## src/rtl/key_debounce_pkg.sv

```systemverilog
// Shared types and defaults for the key debouncer.
// The auto-repeat option is enabled by defining KEY_DEBOUNCE_REPEAT_EN.
package key_debounce_pkg;

    typedef enum logic [1:0] {
        ST_RELEASED     = 2'd0,
        ST_PRESS_WAIT   = 2'd1,
        ST_HELD         = 2'd2,
        ST_RELEASE_WAIT = 2'd3
    } key_state_e;

    localparam int DEF_NKEYS           = 4;
    localparam int DEF_DEBOUNCE_CYCLES = 250000;
    localparam int DEF_KEY_ACTIVE_LOW  = 1;
    localparam int DEF_REPEAT_DELAY    = 25000000;
    localparam int DEF_REPEAT_PERIOD   = 5000000;

    // Counter width that can hold the largest of the three timing targets.
    function automatic int cnt_width(input int a, input int b, input int c);
        int m;
        m = a;
        if (b > m) m = b;
        if (c > m) m = c;
        return $clog2(m + 1);
    endfunction

endpackage

```

## src/rtl/key_debounce_chan.sv

```systemverilog
// One debounced key channel: 2-flop synchroniser, polarity fix, debounce FSM, pulses.
// With KEY_DEBOUNCE_REPEAT_EN defined, a held key also emits auto-repeat press pulses.
module key_debounce_chan
    import key_debounce_pkg::*;
#(
    parameter int DEBOUNCE_CYCLES = DEF_DEBOUNCE_CYCLES,
    parameter int KEY_ACTIVE_LOW  = DEF_KEY_ACTIVE_LOW,
`ifdef KEY_DEBOUNCE_REPEAT_EN
    parameter int REPEAT_DELAY    = DEF_REPEAT_DELAY,
    parameter int REPEAT_PERIOD   = DEF_REPEAT_PERIOD,
`endif
    parameter int CNT_W           = 18
) (
    input  logic clk,
    input  logic rst,
    input  logic key_raw,
    output logic level_o,
    output logic press_o,
    output logic release_o
);

    localparam logic INV = (KEY_ACTIVE_LOW != 0);

    logic             sync_p0_q, sync_p1_q;
    logic             synced;
    key_state_e       state_q, state_d;
    logic [CNT_W-1:0] cnt_q, cnt_d;
    logic             level_q, level_d;
    logic             press_q, press_d;
    logic             release_q, release_d;
    logic             accept_press, accept_release;

    function automatic logic [CNT_W-1:0] sat_inc(input logic [CNT_W-1:0] v);
        return (&v) ? v : v + CNT_W'(1);
    endfunction

    // True once the count including the current clock has reached target.
    function automatic logic reached(input logic [CNT_W-1:0] v, input int target);
        return (int'(v) + 1) >= target;
    endfunction

    // Stage p0/p1: synchroniser; synced is 1 while the key is pressed.
    assign synced = sync_p1_q ^ INV;

    always_ff @(posedge clk) begin
        if (rst) begin
            sync_p0_q <= INV;
            sync_p1_q <= INV;
            state_q   <= ST_RELEASED;
            cnt_q     <= '0;
            level_q   <= 1'b0;
            press_q   <= 1'b0;
            release_q <= 1'b0;
        end else begin
            sync_p0_q <= key_raw;
            sync_p1_q <= sync_p0_q;
            state_q   <= state_d;
            cnt_q     <= cnt_d;
            level_q   <= level_d;
            press_q   <= press_d;
            release_q <= release_d;
        end
    end

    always_comb begin
        state_d = state_q;
        cnt_d   = cnt_q;
        case (state_q)
            ST_RELEASED: begin
                if (synced) begin
                    state_d = ST_PRESS_WAIT;
                    cnt_d   = '0;
                end
            end
            ST_PRESS_WAIT: begin
                if (!synced)                               state_d = ST_RELEASED;
                else if (reached(cnt_q, DEBOUNCE_CYCLES - 1)) state_d = ST_HELD;
                else                                       cnt_d   = sat_inc(cnt_q);
            end
            ST_HELD: begin
                if (!synced) begin
                    state_d = ST_RELEASE_WAIT;
                    cnt_d   = '0;
                end
            end
            ST_RELEASE_WAIT: begin
                if (synced)                                state_d = ST_HELD;
                else if (reached(cnt_q, DEBOUNCE_CYCLES - 1)) state_d = ST_RELEASED;
                else                                       cnt_d   = sat_inc(cnt_q);
            end
            default: state_d = ST_RELEASED;
        endcase
    end

    assign accept_press   = (state_q == ST_PRESS_WAIT)   && (state_d == ST_HELD);
    assign accept_release = (state_q == ST_RELEASE_WAIT) && (state_d == ST_RELEASED);

`ifdef KEY_DEBOUNCE_REPEAT_EN
    logic [CNT_W-1:0] rep_cnt_q, rep_cnt_d;
    logic             rep_first_q, rep_first_d;
    logic             rep_fire;

    always_ff @(posedge clk) begin
        if (rst) begin
            rep_cnt_q   <= '0;
            rep_first_q <= 1'b1;
        end else begin
            rep_cnt_q   <= rep_cnt_d;
            rep_first_q <= rep_first_d;
        end
    end

    // Repeat time only advances on stable held clocks; a bounce that
    // returns to HELD resumes where it left off.
    always_comb begin
        rep_cnt_d   = rep_cnt_q;
        rep_first_d = rep_first_q;
        rep_fire    = 1'b0;
        if (accept_press || accept_release) begin
            rep_cnt_d   = '0;
            rep_first_d = 1'b1;
        end else if (state_q == ST_HELD && synced) begin
            if (reached(rep_cnt_q, rep_first_q ? REPEAT_DELAY : REPEAT_PERIOD)) begin
                rep_fire    = 1'b1;
                rep_cnt_d   = '0;
                rep_first_d = 1'b0;
            end else begin
                rep_cnt_d = sat_inc(rep_cnt_q);
            end
        end
    end
`endif

    always_comb begin
        level_d   = level_q;
        release_d = accept_release;
        if (accept_press)   level_d = 1'b1;
        if (accept_release) level_d = 1'b0;
`ifdef KEY_DEBOUNCE_REPEAT_EN
        press_d = accept_press || rep_fire;
`else
        press_d = accept_press;
`endif
    end

    assign level_o   = level_q;
    assign press_o   = press_q;
    assign release_o = release_q;

endmodule

```

## src/rtl/key_debounce.sv

```systemverilog
// Multi-key debouncer: NKEYS independent channels producing level and press/release pulses.
// Define KEY_DEBOUNCE_REPEAT_EN to add auto-repeat press pulses while a key is held.
module key_debounce
    import key_debounce_pkg::*;
#(
    parameter int NKEYS           = DEF_NKEYS,
    parameter int DEBOUNCE_CYCLES = DEF_DEBOUNCE_CYCLES,
    parameter int KEY_ACTIVE_LOW  = DEF_KEY_ACTIVE_LOW,
    parameter int REPEAT_DELAY    = DEF_REPEAT_DELAY,
    parameter int REPEAT_PERIOD   = DEF_REPEAT_PERIOD
) (
    input  logic             clk,
    input  logic             rst,
    input  logic [NKEYS-1:0] key,
    output logic [NKEYS-1:0] key_level,
    output logic [NKEYS-1:0] key_press,
    output logic [NKEYS-1:0] key_release
);

    localparam int CNT_W = cnt_width(DEBOUNCE_CYCLES, REPEAT_DELAY, REPEAT_PERIOD);

    for (genvar i = 0; i < NKEYS; i++) begin : g_chan
        key_debounce_chan #(
            .DEBOUNCE_CYCLES (DEBOUNCE_CYCLES),
            .KEY_ACTIVE_LOW  (KEY_ACTIVE_LOW),
`ifdef KEY_DEBOUNCE_REPEAT_EN
            .REPEAT_DELAY    (REPEAT_DELAY),
            .REPEAT_PERIOD   (REPEAT_PERIOD),
`endif
            .CNT_W           (CNT_W)
        ) u_chan (
            .clk       (clk),
            .rst       (rst),
            .key_raw   (key[i]),
            .level_o   (key_level[i]),
            .press_o   (key_press[i]),
            .release_o (key_release[i])
        );
    end

endmodule

```

## config.mk

```make
export PLATFORM = sky130hd
export DESIGN_NAME = key_debounce
export DESIGN_NICKNAME = d
export VERILOG_FILES = /design/src/rtl/key_debounce_pkg.sv /design/src/rtl/key_debounce_chan.sv /design/src/rtl/key_debounce.sv
export SDC_FILE = /design/constraint.sdc
export NUM_CORES = 1
export LEC_CHECK = 0
export CELL_PAD_IN_SITES_DETAIL_PLACEMENT = 2
export CELL_PAD_IN_SITES_GLOBAL_PLACEMENT = 2
export CORE_ASPECT_RATIO = 1.2
export CORE_MARGIN = 2
export CORE_UTILIZATION = 40
export CTS_BUF_LIST = sky130_fd_sc_hd__clkbuf_4
export DETAILED_ROUTE_END_ITERATION = 12
export HOLD_SLACK_MARGIN = 0.15
export PLACE_DENSITY_LB_ADDON = 0.1
export SETUP_SLACK_MARGIN = 0.3
export SLEW_MARGIN = 20
export SYNTH_ARGS = -nofsm -noshare
export SYNTH_HDL_FRONTEND = slang
export SYNTH_HIERARCHICAL = 1
export SYNTH_SLANG_ARGS = --single-unit
```

## constraint.sdc

```tcl
create_clock -name clk -period 4.1 [get_ports clk]
set_input_delay 0.82 -clock clk [delete_from_list [all_inputs] [get_ports clk]]
set_output_delay 0.82 -clock clk [all_outputs]
set_load 0.1 [all_outputs]
```

# Word level (Yosys, flattened, before mapping)
# Index checks and enable logic that the tools add are counted.
classes:
  addsub: 8
  mul: 0
  n_div: 0
  n_lt_le_gt_ge: 4
  n_eq_ne: 32
  shifts: 0
  n_mux: 56
  bitwise: 0
  reduce_logical: 28
ops:
  columns: ["operator", "count"]
  rows:
  - ["25-bit 2-to-1 mux", 24]
  - ["25-bit case mux with 4 select lines", 4]
  - ["32-bit by 19-bit >= comparator with 1-bit output (second input constant)", 4]
  - ["25-bit by 1-bit adder with 26-bit output (second input constant)", 4]
  - ["25-bit by 1-bit adder with 25-bit output (second input constant)", 4]
  - ["25-bit AND reduction", 4]
  - ["2-bit 2-to-1 mux", 24]
  - ["2-bit case mux with 4 select lines", 4]
  - ["2-bit == test (second input constant)", 12]
  - ["2-bit zero test", 8]
  - ["2-bit by 1-bit != test with 1-bit output (second input constant)", 8]
  - ["2-bit != test (second input constant)", 8]
  - ["4-bit AND reduction", 4]
  - ["2-bit by 1-bit == test with 1-bit output (second input constant)", 4]
  - ["1-bit logical AND", 8]
  - ["2-bit OR reduction", 4]
totals:
  reg_bits: 128
  latch_bits: 0
  ramBits: 0
  mem_bits_ro: 0
  inputBits: 6
  out_inout_bits: 12
  mem_count: 0

# Depth between registers and ports, before layout
# Gate-level depths: netlist (run 1).
logic_depth:
  ltp_word: 8
  mapped_depth: 11
  depth_no_buf: 10

# By module
# Netlist (run 1), hierarchy kept.
by_module_without_submodules:
  columns: ["module", "instances", "cells_per_inst", "area_each_um2"]
  rows:
  - ["key_debounce_chan", 4, 232, 1921.8]

# Worst setup path after synthesis (run 1)
# OpenSTA, ideal clock, no wires.
synth_path:
  path_type: "register -> register"
  from: "reg g_chan[0].u_chan.cnt_q[0]"
  to: "reg g_chan[0].u_chan.cnt_q[1]"
  setup_ns: 0.123
  t_arrival_ns: 2.781
  setup_slack_ns: 1.196
  path_stages_with_launch: 11
  n_path_buf: 1
  synth_period_minus_slack_ns: 2.904
  path_cell_list: "dfxtp_1 -> ha_1 -> buf_2 -> nand4_2 -> or3_1 -> or4_1 -> a221oi_2 -> o21a_4 -> o21ai_4 -> nand2_1 -> mux2_1"
synth_via:
  elab_chain_cells: 5
  word_cells_on_any_way: 9
  cone_classes: "2 x add/sub; 1 x order compare; 5 x mux; 1 x reduce/logical"
synth_lines:
  columns: ["element", "line_no", "source"]
  rows:
  - ["from (decl)", "key_debounce_chan.sv:27", "logic [CNT_W-1:0] cnt_q, cnt_d;"]
  - ["from (signal assigned)", "key_debounce_chan.sv:58", "cnt_q <= cnt_d;"]
  - ["25-bit by 1-bit adder with 26-bit output (tied with other cells)", "key_debounce_chan.sv:39", "return (int'(v) + 1) >= target;"]
  - ["32-bit by 19-bit >= comparator with 1-bit output or 25-bit 2-to-1 mux (tied branches)", "key_debounce_chan.sv:39, key_debounce_chan.sv:34", null]
  - ["25-bit 2-to-1 mux (*)", "key_debounce_chan.sv:77, key_debounce_chan.sv:88", null]
  - ["25-bit 2-to-1 mux, on equally long branches", "key_debounce_chan.sv:87, key_debounce_chan.sv:76", null]
  - ["25-bit case mux with 4 select lines (*)", "key_debounce_chan.sv:68", "case (state_q)"]
# Every way passes the cells marked *; elsewhere a longest branch is shown, timed or not. The select of a mux whose other input is x is not followed.
# A chain may end at the register's enable or synchronous reset.

# Worst setup path in the final report (run 1)
layout_path:
  from: "reg g_chan[1].u_chan.cnt_q[0]"
  to: "reg g_chan[1].u_chan.cnt_q[1]"
layout_via:
  elab_chain_cells: 5
  word_cells_on_any_way: 9
  cone_classes: "2 x add/sub; 1 x order compare; 5 x mux; 1 x reduce/logical"
layout_lines:
  columns: ["element", "line_no"]
  rows:
  - ["from (decl)", "key_debounce_chan.sv:27"]
  - ["from (signal assigned)", "key_debounce_chan.sv:58"]
  - ["25-bit by 1-bit adder with 26-bit output (tied with other cells)", "key_debounce_chan.sv:39"]
  - ["32-bit by 19-bit >= comparator with 1-bit output or 25-bit 2-to-1 mux (tied branches)", "key_debounce_chan.sv:39, key_debounce_chan.sv:34"]
  - ["25-bit 2-to-1 mux (*)", "key_debounce_chan.sv:77, key_debounce_chan.sv:88"]
  - ["25-bit 2-to-1 mux, on equally long branches", "key_debounce_chan.sv:87, key_debounce_chan.sv:76"]
  - ["25-bit case mux with 4 select lines (*)", "key_debounce_chan.sv:68"]
# Marks and branches as above.

==> results of run 1 <==
metal layers:
layer  routed length [um]  share of wire  track usage
met5                    0              0            0
met4                  439          0.019       0.0740
met3                  369          0.016       0.0291
met2                12200           0.53        0.443
met1                10000           0.44        0.278
final timing paths:
check                                          from                                     end  slack, ps  cells after the start
min           g_chan[3].u_chan/sync_p0_q$_SDFF_PP1_   g_chan[3].u_chan/sync_p1_q$_SDFF_PP1_        430                      1
max reg2reg  g_chan[1].u_chan/cnt_q[0]$_SDFFE_PP0P_  g_chan[1].u_chan/cnt_q[1]$_SDFFE_PP0P_        740                      9
max          g_chan[1].u_chan/cnt_q[0]$_SDFFE_PP0P_  g_chan[1].u_chan/cnt_q[1]$_SDFFE_PP0P_        740                      9
min reg2reg   g_chan[3].u_chan/sync_p0_q$_SDFF_PP1_   g_chan[3].u_chan/sync_p1_q$_SDFF_PP1_        430                      1
placed cells by master, fill, tap and decap left out, types with 16 or more instances in the layout:
master / netlist / final
inv_1: 28 / 28
clkbuf_4: 0 / 17
o21ai_0: 24 / 24
nor2_1: 76 / 76
and2_1: 40 / 40
nand2_1: 104 / 104
a21oi_1: 32 / 32
xor2_1: 20 / 20
and3_1: 24 / 24
o21ai_1: 44 / 44
o31ai_1: 20 / 20
nand4_1: 28 / 28
nor4_1: 16 / 16
clkdlybuf4s50_1: 0 / 16
nand3_1: 28 / 28
dfxtp_1: 128 / 128
nor3_1: 36 / 36
kinds of logic (layout without fill, tap and decap cells):
| family | after synthesis | in the layout |
|---|---|---|
| mux | 16 | 16 |
| simple gates | 448 | 448 |
| buf+inv | 68 | 82 |
| fa+ha+maj | 8 | 8 |
| xor+xnor | 28 | 28 |
| other cells | 0 | 1 |
| flops | 128 | 128 |
| compound gates | 232 | 232 |
metrics by stage:
stage | util | setup WS [ps] | hold WS, ps | total power, uW | instance area (um2)
5_1_grt | 0.437 | 506 | 453 | 2350 | 8240
2_1_floorplan | - | 1200 | 389 | 1410 | 7690
3_3_place_gp | 0.424 | 932 | 392 | 1440 | 7990
4_1_cts | 0.437 | 715 | 433 | 2280 | 8240
3_5_place_dp | 0.424 | 806 | 400 | 1450 | 7990
6_report | 0.437 | 741 | 427 | 2230 | 8240
final cells by class:
cell class              count  share of cell area
diodes                      1            0.000304
clock buffers              17              0.0155
clock inverters            14              0.0147
inverters                  28              0.0128
multi-input cells         732               0.581
flip-flops and latches    128               0.311
well taps                 256              0.0389
repair buffers             23              0.0255
power by group:
part           total, uW  switching (uW)  internal (uW)
clock network        811             519            293
logic                154             111           42.9
registers           1270            13.5           1260
state kept, by name, indices dropped and copies added (netlist names):
register,count
g_chan.u_chan/press_o,4
g_chan.u_chan/sync_p1_q,4
g_chan.u_chan/cnt_q,100
g_chan.u_chan/release_o,4
g_chan.u_chan/level_o,4
g_chan.u_chan/state_q,8
g_chan.u_chan/sync_p0_q,4
==> results_dict.tcl, run 1 <==
set metrics [dict create \
    outcome "finished, final reports clean" \
    clk_pin_slew_ps 130 \
    placedCellCount 1167 \
    timing.critical_path.arrival_ps 3800 \
    worstPathRequired_ps 4540 \
    totalNegativeSetupSlack_ps 0 \
    num_vias 7102 \
    worst-path-buf-inv 0 \
    crit_path_cell_trace "ha_1 > nand4_2 > or3_1 > or4_1 > a221oi_2 > o21a_4 > o21ai_4 > nand2_1 > mux2_1" \
    maximum_number_of_pins_on_one_net_before_global_route_repair 32 \
    detail_route.wl_per_cell_um 19.2 \
    dominantRegCellSynth "dfxtp_1" \
    post_cts_buffers 0 \
    final_cells 1199 \
    cts-buffers-inserted 17 \
    synthMuxAreaShare 0.0215 \
    dp.final_hpwl_mm 16.8 \
    detail-route-antenna-nets 0 \
    cts-root-buf "clkbuf_4" \
    post-synth-top-area-fraction 0.333 \
    min_period_over_period 0.819 \
    tightest_slew_ps 980 \
    critical_path_class "flop to flop" \
    avgViaCountPerCell 5.92 \
    n_fill_cell 2172 \
    synth-xor-area-share 0.0319 \
    netlist.top_cell.by_area "dfxtp_1" \
    drv_cap 0 \
    timing.slew.headroom 0.344 \
    pre_repair_dr_iteration_count 4 \
    unrepaired_setup_endpoints_after_global_routing "no" \
    crit_slowest_cell "or4_1" \
    clock_path_buffers 2 \
    endpoint_kind "flop" \
    antenna_found_initial 1 \
    clock_insertion_delay_worst_skew_ps 560 \
    post_route_cells_drive_above_1_share 0.113 \
    synth.most_common_cell "dfxtp_1" \
    report.final.setup_viol 0 \
    crit_path_max_incr_delay_ps 550 \
    synth.net_count 942 \
    synth-edff-count 0 \
    main_combinational_cell_family_by_area_after_synthesis "simple AND/OR/NAND/NOR gates" \
    die_area_mm2 0.0203 \
    critPathMaxFanout 8 \
    areaGrowthSynthToFinish_pct 7.18 \
    post_synth.cell_area_avg_um2 8.28 \
    critical-path-top-delay-family "simple AND/OR/NAND/NOR gates" \
    detailed_route_iter0_violations 271 \
    cts-htree-levels 4 \
    tritoncts_clock_tree "yes" \
    gp_routability_congestion 0.807 \
    nets 944 \
    power.density_mw_per_mm2 271 \
    die_x_um 131 \
    cts_resized 0 \
    async_flop_share 0 \
    synth_commonest_cells "dfxtp_1 (128), nand2_1 (104), nor2_1 (76), o21ai_1 (44), and2_1 (40)" \
    remaining_drc_errors 0 \
    netlist_instances 928 \
    total_count_of_max_transition_violations_in_the_final_report 0 \
    fmax_ghz 0.298 \
    ys_ff_latch 128 \
    final_period_minus_worst_setup_slack_ps 3360 \
    grt_use_total 0.237 \
    chipHeight_um 156 \
    port_buffers 17 \
    detail_route.wirelength_mm 23.0 \
    area_fraction_in_compound_gates_after_synthesis 0.221 \
    hold_violations 0 \
    grt-ovfl-total 0 \
    leak_uw 0.00289 \
    cts.hold.buffers_added 0 \
    core_area_mm2 0.0189 \
    synthTopCellsByArea "dfxtp_1 (33%), nand2_1 (5.1%), nor2_1 (3.7%)" \
    footprint_of_the_multi_input_gates_mm2 0.00479 \
    starting_density_of_the_core 0.408 \
    fp-row-count 55 \
    post_synth_num_cell_types 62 \
    synth_adder_area_share 0.0130 \
    grt_pass1_wl_mm 38.9 \
    number_of_global_route_vias_before_repair 7643 \
    max-vdd-ir-drop_mv 0.164 \
    setup.worst_path.start_class "flop" \
    holdCritPathClass "flop to flop" \
    tritoncts_num_sinks 128 \
    sequential_cell_area_in_the_final_layout_mm2 0.00256 \
    io-pin-count 18 \
    clock-skew-final_ps 17.9 \
    post_synth_instance_area_mm2 0.00769 \
    yosys.area_share.simple 0.336 \
    ys.warnings.count 6 \
    sequential_element_share_of_the_synthesized_area 0.333 \
]
Power figures use the tool's default switching activity.
==> run 2, diff against run 1 <==
Clock period 4.1 ns to 3.5 ns, I/O delays scaled along.
==> run 2 against run 1 <==
Effect of this change: die area stayed put; hold slack got worse by 15 ps; combinational power grew 18%.
==> results_dict.tcl, run 2 (synthesis gave the netlist of run 1 again) <==
set metrics [dict create \
    fp-row-count 55 \
    dp.final_hpwl_mm 16.9 \
    cts-buffers-inserted 17 \
    core_area_mm2 0.0189 \
    chipHeight_um 156 \
    critical_path_class "flop to flop" \
    layout_commonest_cell "dfxtp_1" \
    total_count_of_max_transition_violations_in_the_final_report 0 \
    unrepaired_setup_endpoints_after_global_routing "no" \
    clock_insertion_delay_worst_skew_ps 560 \
    tritoncts_clock_tree "yes" \
    hold_violations 0 \
    tritoncts_num_sinks 128 \
    tightest_slew_ps 1000 \
    clk_pin_slew_ps 120 \
    worstPathRequired_ps 3970 \
    io-pin-count 18 \
    remaining_drc_errors 0 \
    totalNegativeSetupSlack_ps 0 \
    report.final.setup_viol 0 \
    antenna_found_initial 1 \
    cts-htree-levels 4 \
    netSwitchingFraction 0.254 \
    clock_path_buffers 2 \
    detail_route.wl_per_cell_um 20.2 \
    post_route_cells_drive_above_1_share 0.144 \
    detail_route.wirelength_mm 24.5 \
    comb_power_share 0.062 \
    post-route-cell-area_mm2 0.00857 \
    maximum_number_of_pins_on_one_net_before_global_route_repair 32 \
    setup.worst_path.start_class "flop" \
    leak_uw 0.00307 \
    endpoint_kind "flop" \
    detail-route-antenna-nets 0 \
    final_period_minus_worst_setup_slack_ps 3150 \
    critPathMaxFanout 7 \
    starting_density_of_the_core 0.408 \
    power.share.sequential 0.509 \
    setup_slack_ps 350 \
    timing.slew.headroom 0.331 \
    areaGrowthSynthToFinish_pct 11.4 \
    die_area_mm2 0.0203 \
    avgViaCountPerCell 5.96 \
    share_clk_of_total_power 0.428 \
    fmax_ghz 0.317 \
    max-vdd-ir-drop_mv 0.236 \
    port_buffers 17 \
    max_flop_register "g_chan.u_chan/cnt_q" \
    pre_repair_dr_iteration_count 5 \
    holdCritPathClass "flop to flop" \
    die_x_um 131 \
    detailed_route_iter0_violations 303 \
    largest_reg_flops 100 \
    p_switching_uw 741 \
    layout.cells.most_common_list "dfxtp_1 (116), nand2_1 (104), nor2_1 (76)" \
    placedInstanceArea_mm2 0.00802 \
    drv_cap 0 \
    power.density_mw_per_mm2 340 \
    totalPowerFinal_uw 2910 \
    cts-root-buf "clkbuf_4" \
    num_vias 7232 \
    clock-skew-final_ps 17.8 \
    outcome "finished, final reports clean" \
    r2r_slack_ps 350 \
    grt_use_total 0.242 \
    grt-ovfl-total 0 \
    timing.critical_path.arrival_ps 3620 \
    min_period_over_period 0.900 \
    dpl_worst_slack_ps 205 \
    number_of_global_route_vias_before_repair 7821 \
    grt_pass1_wl_mm 39.6 \
    biggestRegsByFlops "g_chan.u_chan/cnt_q (100), g_chan.u_chan/state_q (8)" \
    gp_routability_congestion 0.813 \
    p_int_uw 2170 \
    nets 957 \
]
run 2: cell types whose count changed in the layout (fill, tap and decap cells not counted), moves of 6 or more:
cell     delta
dfxtp_1    -12
nor3_4      +6
buf_4      +13
dfxtp_2    +10
run 2: final cells by class:
class | instances | area (um2)
inverters | 28 | 105
clock buffers | 20 | 150
fillers | 2121 | 10300
repair buffers | 36 | 308
well taps | 256 | 320
clock inverters | 12 | 190
multi-input cells | 732 | 4910
flip-flops and latches | 128 | 2580
diodes | 1 | 2.50
run 2: worst max-delay path, cell delays in order, from the launching register on:
cell and delay [ps]:
dfxtp_1 530, nand4_4 250, or4_4 640, o21ai_0 430, a221oi_2 160, o21a_4 190, buf_4 150, nor2_4 140
nand3_2 240, o41ai_1 300
run 2: repair_timing:
action | 4_1_cts | 5_1_grt
setup buffers | 0 | 9
hold buffers | 0 | 0
setup endpoints to repair | 42 | 70
cloned | 0 | 0
endpoints found under the hold margin | 0 | 0
gates resized for setup | 14 | 19
pin swaps | 0 | 3
run 2: path summary, 6_finish.rpt:
check,from,end,cells past startpoint
worst min-delay path,g_chan[1].u_chan/sync_p0_q$_SDFF_PP1_,g_chan[1].u_chan/sync_p1_q$_SDFF_PP1_,1
worst min register to register,g_chan[1].u_chan/sync_p0_q$_SDFF_PP1_,g_chan[1].u_chan/sync_p1_q$_SDFF_PP1_,1
worst max-delay path,g_chan[0].u_chan/cnt_q[6]$_SDFFE_PP0P_,g_chan[0].u_chan/cnt_q[9]$_SDFFE_PP0P_,9
worst max register to register,g_chan[0].u_chan/cnt_q[6]$_SDFFE_PP0P_,g_chan[0].u_chan/cnt_q[9]$_SDFFE_PP0P_,9
run 2: power by group through the flow:
stage / Combinational [uW] / Clock, uW / Sequential (uW)
4_1_cts: 183 / 1290 / 1490
3_3_place_gp: 175 / 0 / 1520
2_1_floorplan: 75.4 / 0 / 1570
6_report: 182 / 1250 / 1480
5_1_grt: 192 / 1360 / 1490
3_5_place_dp: 181 / 0 / 1520
run 2: layer usage:
metal  routed length (um)  up-vias  track usage
li1                     -     3451            -
met1                10300     3663        0.282
met4                  444        0       0.0816
met2                13300       86        0.448
met5                    0        -            0
met3                  429       32       0.0353
run 2: metrics by stage:
step                std cells  hold slack (ps)  utilization
finish                   1213              412        0.454
global placement         1171              391        0.425
global route             1213              444        0.454
floorplan                 928              389            -
detailed placement       1171              398        0.425
CTS                      1203              413        0.447
==> edit 1 (flow settings as in run 1) <==
Add a define of `KEY_DEBOUNCE_REPEAT_EN`.
--- a/src/rtl/key_debounce_chan.sv
+++ b/src/rtl/key_debounce_chan.sv
@@ -1,4 +1,6 @@
 // One debounced key channel: 2-flop synchroniser, polarity fix, debounce FSM, pulses.
 // With KEY_DEBOUNCE_REPEAT_EN defined, a held key also emits auto-repeat press pulses.
+`define KEY_DEBOUNCE_REPEAT_EN
+
 module key_debounce_chan
     import key_debounce_pkg::*;
Formal check against the unedited RTL: no difference found for any inputs over 4 cycles, from zero or initial values and one cycle with rst high; that may be too few to reach the edited logic, so the function may still have changed.
==> edit 1 against run 1 <==
Synthesized area rose by 100%; final area rose by 110%; critical path depth is 5 higher; critical path type unchanged; critical endpoint is now g_chan[0].u_chan/rep_cnt_q[24]; setup slack worse by 500 ps; non-clock buffer count rose by 83; routed wire length is 130% higher; first-iteration DRC count grew 100%; sequential share of layout area fell by 4.0 points; via count up 120%; die area rose by 99%; highest routed layer unchanged; power grew 100%; sequential cell count rose by 104; count of clock-buffer cells in the layout grew 72.
==> edit 1: results (changes against run 1) <==
* Status: completed
* Multi-In Gates at 1503 (+110%)
* Combinational share of power at 2.9% (-4.0 points)
* Clk_lat worst skew at 750 ps (+190 ps)
* Dpl cell area at 0.01578 mm² (+98%)
* CP arrival at 4470 ps (+670 ps)
* Post-DP HPWL at 33690 µm (+100%)
* Worst-path clk slew at 70 ps (-60 ps)
* Post-Place Worst Slack at -132.3 ps (-938.5 ps)
* Metal-1 WL at 22740 µm (+130%)
* Pint at 3363 µW (+110%)
* Net Count, Synth at 1961 (+110%)
* Register area at 0.004715 mm² (+84%)
* Clock sinks at 232 (+81%)
* Post-synthesis sequential area ratio at 29.92% (-3.4 points)
* Final worst setup slack at 243.5 ps (-497.0 ps)
* Area contributors post-synth: dfxtp_1, nand2_1, nor2_1
* WL/cell at 21.24 µm (+11%)
* Post-Syn Instances at 1911 (+110%)
* H-tree depth at 3 (-1)
* Share of layout cells above drive strength 1 at 19.40% (+8.1 points)
* First-pass GRT wire length at 82610 µm (+110%)
* CP Max Fanout at 6 (-2)
* Met3 wire len at 1495 µm (+310%)
* Initial antenna violation count at 2 (+1)
* Peak VDD IR at 176.3 µV (+7.5%)
* Initial DRC Count at 554 (+100%)
* Largest net degree at the start of global routing at 37 (+16%)
* Clock skew at 33.32 ps (+15.39 ps)
* Non-clk invs at 49 (+75%)
* Gr usage total at 24.57% (+0.83 points)
* Average size of a mapped cell at 8.124 µm² (-1.9%)
* RD Place Congestion at 0.8037 (-0.37%)
* Largest regs: g_chan.u_chan/cnt_q: 100 flops, g_chan.u_chan/rep_cnt_q: 100 flops, g_chan.u_chan/state_q: 8 flops
* Max_slew headroom at 29.11% (-5.3 points)
* Post-synthesis cell type count at 99 (+60%)
* Vias in the first global route at 16200 (+110%)
* Top cells by count, synth: dfxtp_1, nand2_1, nor2_1
## edit 1: kinds of logic after synthesis
logic type	count (synthesis)	synth area share (%)
adder cells (fa/ha/maj)	44	3.546
multiplexers	8	0.5239
AND/OR/NAND/NOR	824	29.63
buffers and inverters	177	7.697
flip-flops	232	29.92
AO/OA/AOI/OAI	565	25.25
XOR/XNOR	61	3.441
## edit 1: path summary, 6_finish.rpt
path,startpoint,endpoint
worst max-delay path,g_chan[0].u_chan/rep_cnt_q[0],g_chan[0].u_chan/rep_cnt_q[24]
worst min-delay path,g_chan[0].u_chan/sync_p0_q,g_chan[0].u_chan/sync_p1_q
worst max register to register,g_chan[0].u_chan/rep_cnt_q[0],g_chan[0].u_chan/rep_cnt_q[24]
worst min register to register,g_chan[0].u_chan/sync_p0_q,g_chan[0].u_chan/sync_p1_q
## edit 1: repair_timing
| item | 4_1_cts | 5_1_grt |
|---|---|---|
| gates cloned | 0 | 8 |
| gates resized for setup | 32 | 107 |
| pin swaps | 8 | 38 |
| endpoints found under the setup margin | 92 | 148 |
| buffers inserted | 4 | 18 |
## edit 1: metrics by stage
step | hold WS (ps) | utilization (%)
after floorplan | 389.5 | -
after global placement | 398.7 | 40.92
after detailed placement | 398.9 | 40.94
after CTS | 420.8 | 43.42
after global routing | 431.4 | 45.14
final | 417.6 | 45.14
## edit 1: worst max-delay path, stage by stage, from the launching register on
cell and delay [ps]:
dfxtp_4 380, ha_4 180, nand4_1 210, nor4_2 260, nand2_1 160, and2_1 200
or2_2 300, ha_1 320, nand3_1 120, or3_1 390, a31oi_1 280, a41oi_4 270
buf_6 210, nand2b_1 190, nor3b_1 220
==> edit 2 (settings of run 1) <==
Made on the original files. The 4 states of `key_state_e` get a one-hot encoding in 4 bits.
--- a/src/rtl/key_debounce_pkg.sv
+++ b/src/rtl/key_debounce_pkg.sv
@@ -3,9 +3,9 @@
 package key_debounce_pkg;
 
-    typedef enum logic [1:0] {
-        ST_RELEASED     = 2'd0,
-        ST_PRESS_WAIT   = 2'd1,
-        ST_HELD         = 2'd2,
-        ST_RELEASE_WAIT = 2'd3
+    typedef enum logic [3:0] {
+        ST_RELEASED     = 4'b0001,
+        ST_PRESS_WAIT   = 4'b0010,
+        ST_HELD         = 4'b0100,
+        ST_RELEASE_WAIT = 4'b1000
     } key_state_e;
 
Behaviour: no difference found for any inputs over 10 cycles, from zero or initial values and one cycle with rst high; not proved beyond that.
==> edit 2 against run 1 <==
Clock power is 36% higher; synthesized area is 23% higher; routed wire length is 32% higher; sequential cell count is 8 higher; power is 13% higher; final area is 21% higher; combinational power is 41% lower; count of clock-buffer cells in the layout is 1 higher; cell count is 22% higher; setup slack worse by 240 ps; sequential power is 6% higher; via count is 30% higher; largest power group unchanged; global-route usage is 1.6 points higher; first-iteration DRC count is 41% higher; critical path type unchanged.
==> edit 2: results (changes against run 1) <==
* Largest buffer count on any clock path at 2 (unchanged)
* RD Place Congestion at 0.8215 (+1.8%)
* Gr usage total at 25.34% (+1.6 points)
* Dpl cells at 1432 (+23%)
* Worst-path clk slew at 120 ps
* WL/cell at 20.70 µm (+7.7%)
* Post-Syn Instances at 1170 (+26%)
* Initial DRC Count at 382 (+41%)
* Max_slew headroom at 34.75% (+0.31 points)
* Post-synthesis cell type count at 90 (+45%)
* Most used DFF post-synth: dfxtp_1
* Synth Warn # at 6 (unchanged)
* Area contributors post-synth: dfxtp_1, a21oi_1, nor2_1
* Post-synthesis sequential area ratio at 28.84% (-4.5 points)
* Most flop-heavy register: g_chan.u_chan/cnt_q
* Initial antenna violation count at 1 (unchanged)
* Num CTS Buffers at 17 (unchanged)
* Largest regs: g_chan.u_chan/cnt_q: 100 flops, g_chan.u_chan/state_q: 16 flops
* Ys async rst share at 0% (unchanged)
* First-pass GRT wire length at 50830 µm (+31%)
* Leading area contributor after synthesis: dfxtp_1
* Post-DP HPWL at 20960 µm (+24%)
* Pint at 1897 µW (+19%)
* Clk_lat worst skew at 580 ps (+20 ps)
* Clock skew at 20.79 ps (+2.863 ps)
* Dpl cell area at 0.009614 mm² (+20%)
* Lkg Pwr at 0.003264 µW (+13%)
* Net Count, Synth at 1184 (+26%)
* Vias in the first global route at 9760 (+28%)
* CP Max Fanout at 21 (+13)
* Largest net degree at the start of global routing at 78 (+140%)
* IO Port Bufs at 17 (unchanged)
* Hold Crit Class: flip-flop to flip-flop
* Via count at 9266 (+30%)
* Share of layout cells above drive strength 1 at 10.52% (-0.73 points)
* DR pass1 iterations at 4 (unchanged)
* Vias/cell at 6.321 (+6.7%)
* Peak VDD IR at 166.5 µV (+1.6%)
* CP arrival at 4020 ps (+220 ps)
* H-tree depth at 4 (unchanged)
* Clock Tree Root: clkbuf_4
* Top cells by count, synth: dfxtp_1, nor2_1, nand2_1
* Status: completed
-- edit 2: power groups by stage --
stage | combinational [µW] | clock [µW] | sequential (µW)
final | 91.1 | 1100 | 1340
after global routing | 102 | 1200 | 1340
after CTS | 92.6 | 1140 | 1340
after detailed placement | 92.1 | 0 | 1370
after global placement | 89.9 | 0 | 1370
after floorplan | 68.6 | 0 | 1360
-- edit 2: final timing paths --
path / slack [ps] / cells past startpoint / end / start
worst max-delay path: 500 / 10 / g_chan[3].u_chan/cnt_q[10] / g_chan[3].u_chan/cnt_q[1]
worst min-delay path: 420 / 1 / g_chan[2].u_chan/sync_p1_q / g_chan[2].u_chan/sync_p0_q
worst max register to register: 500 / 10 / g_chan[3].u_chan/cnt_q[10] / g_chan[3].u_chan/cnt_q[1]
worst min register to register: 420 / 1 / g_chan[2].u_chan/sync_p1_q / g_chan[2].u_chan/sync_p0_q
-- edit 2: layout make-up --
cell class	count	area (µm²)
repair buffers	35	302.8
multi-input cells	913	6097
well taps	315	394.1
inverters	34	127.6
diodes	1	2.502
clock inverters	14	202.7
clock buffers	18	135.1
fillers	2741	13220
flip-flops and latches	136	2723
-- edit 2: repair_timing --
action                                  4_1_cts  5_1_grt
gates resized for setup                       0       11
endpoints found under the hold margin         0        0
endpoints found under the setup margin        0       48
buffers inserted                              0        1
-- edit 2: kinds of logic after synthesis --
logic type / count (synthesis) / share of synthesized area [%]
AOI/OAI and AO/OA: 354 / 27.58
DFF: 136 / 28.84
muxes: 13 / 1.392
and+or+nand+nor: 517 / 32.36
xor gates and xnor gates: 21 / 1.948
buffers and inverters: 121 / 6.825
adders and majority gates: 8 / 1.060
-- edit 2: worst max-delay path, stage by stage (launching register included) --
cell and delay (ps):
dfxtp_1 460, ha_1 410, nand4_2 290, nor4_2 470
mux2i_1 240, o211ai_1 220, a211o_1 370, a2111o_1 480
nand2_1 80, buf_4 270, a311oi_1 150
-- edit 2: routing by layer --
layer	track usage, %	share of wire [%]	routed length, µm
met5	0	0	0
met3	3.739	1.8	533
met1	30.70	45	13720
met2	46.52	52	15690
met4	6.838	1.3	398
-- edit 2: through the flow --
step | hold WS (ps) | setup WS (ps) | total power, µW
after floorplan | 389.5 | 1206 | 1428
after global placement | 391.3 | 544.3 | 1455
after detailed placement | 397.8 | 476.9 | 1458
after CTS | 417.0 | 420.4 | 2571
after global routing | 437.4 | 254.6 | 2639
final | 418.3 | 502.1 | 2524
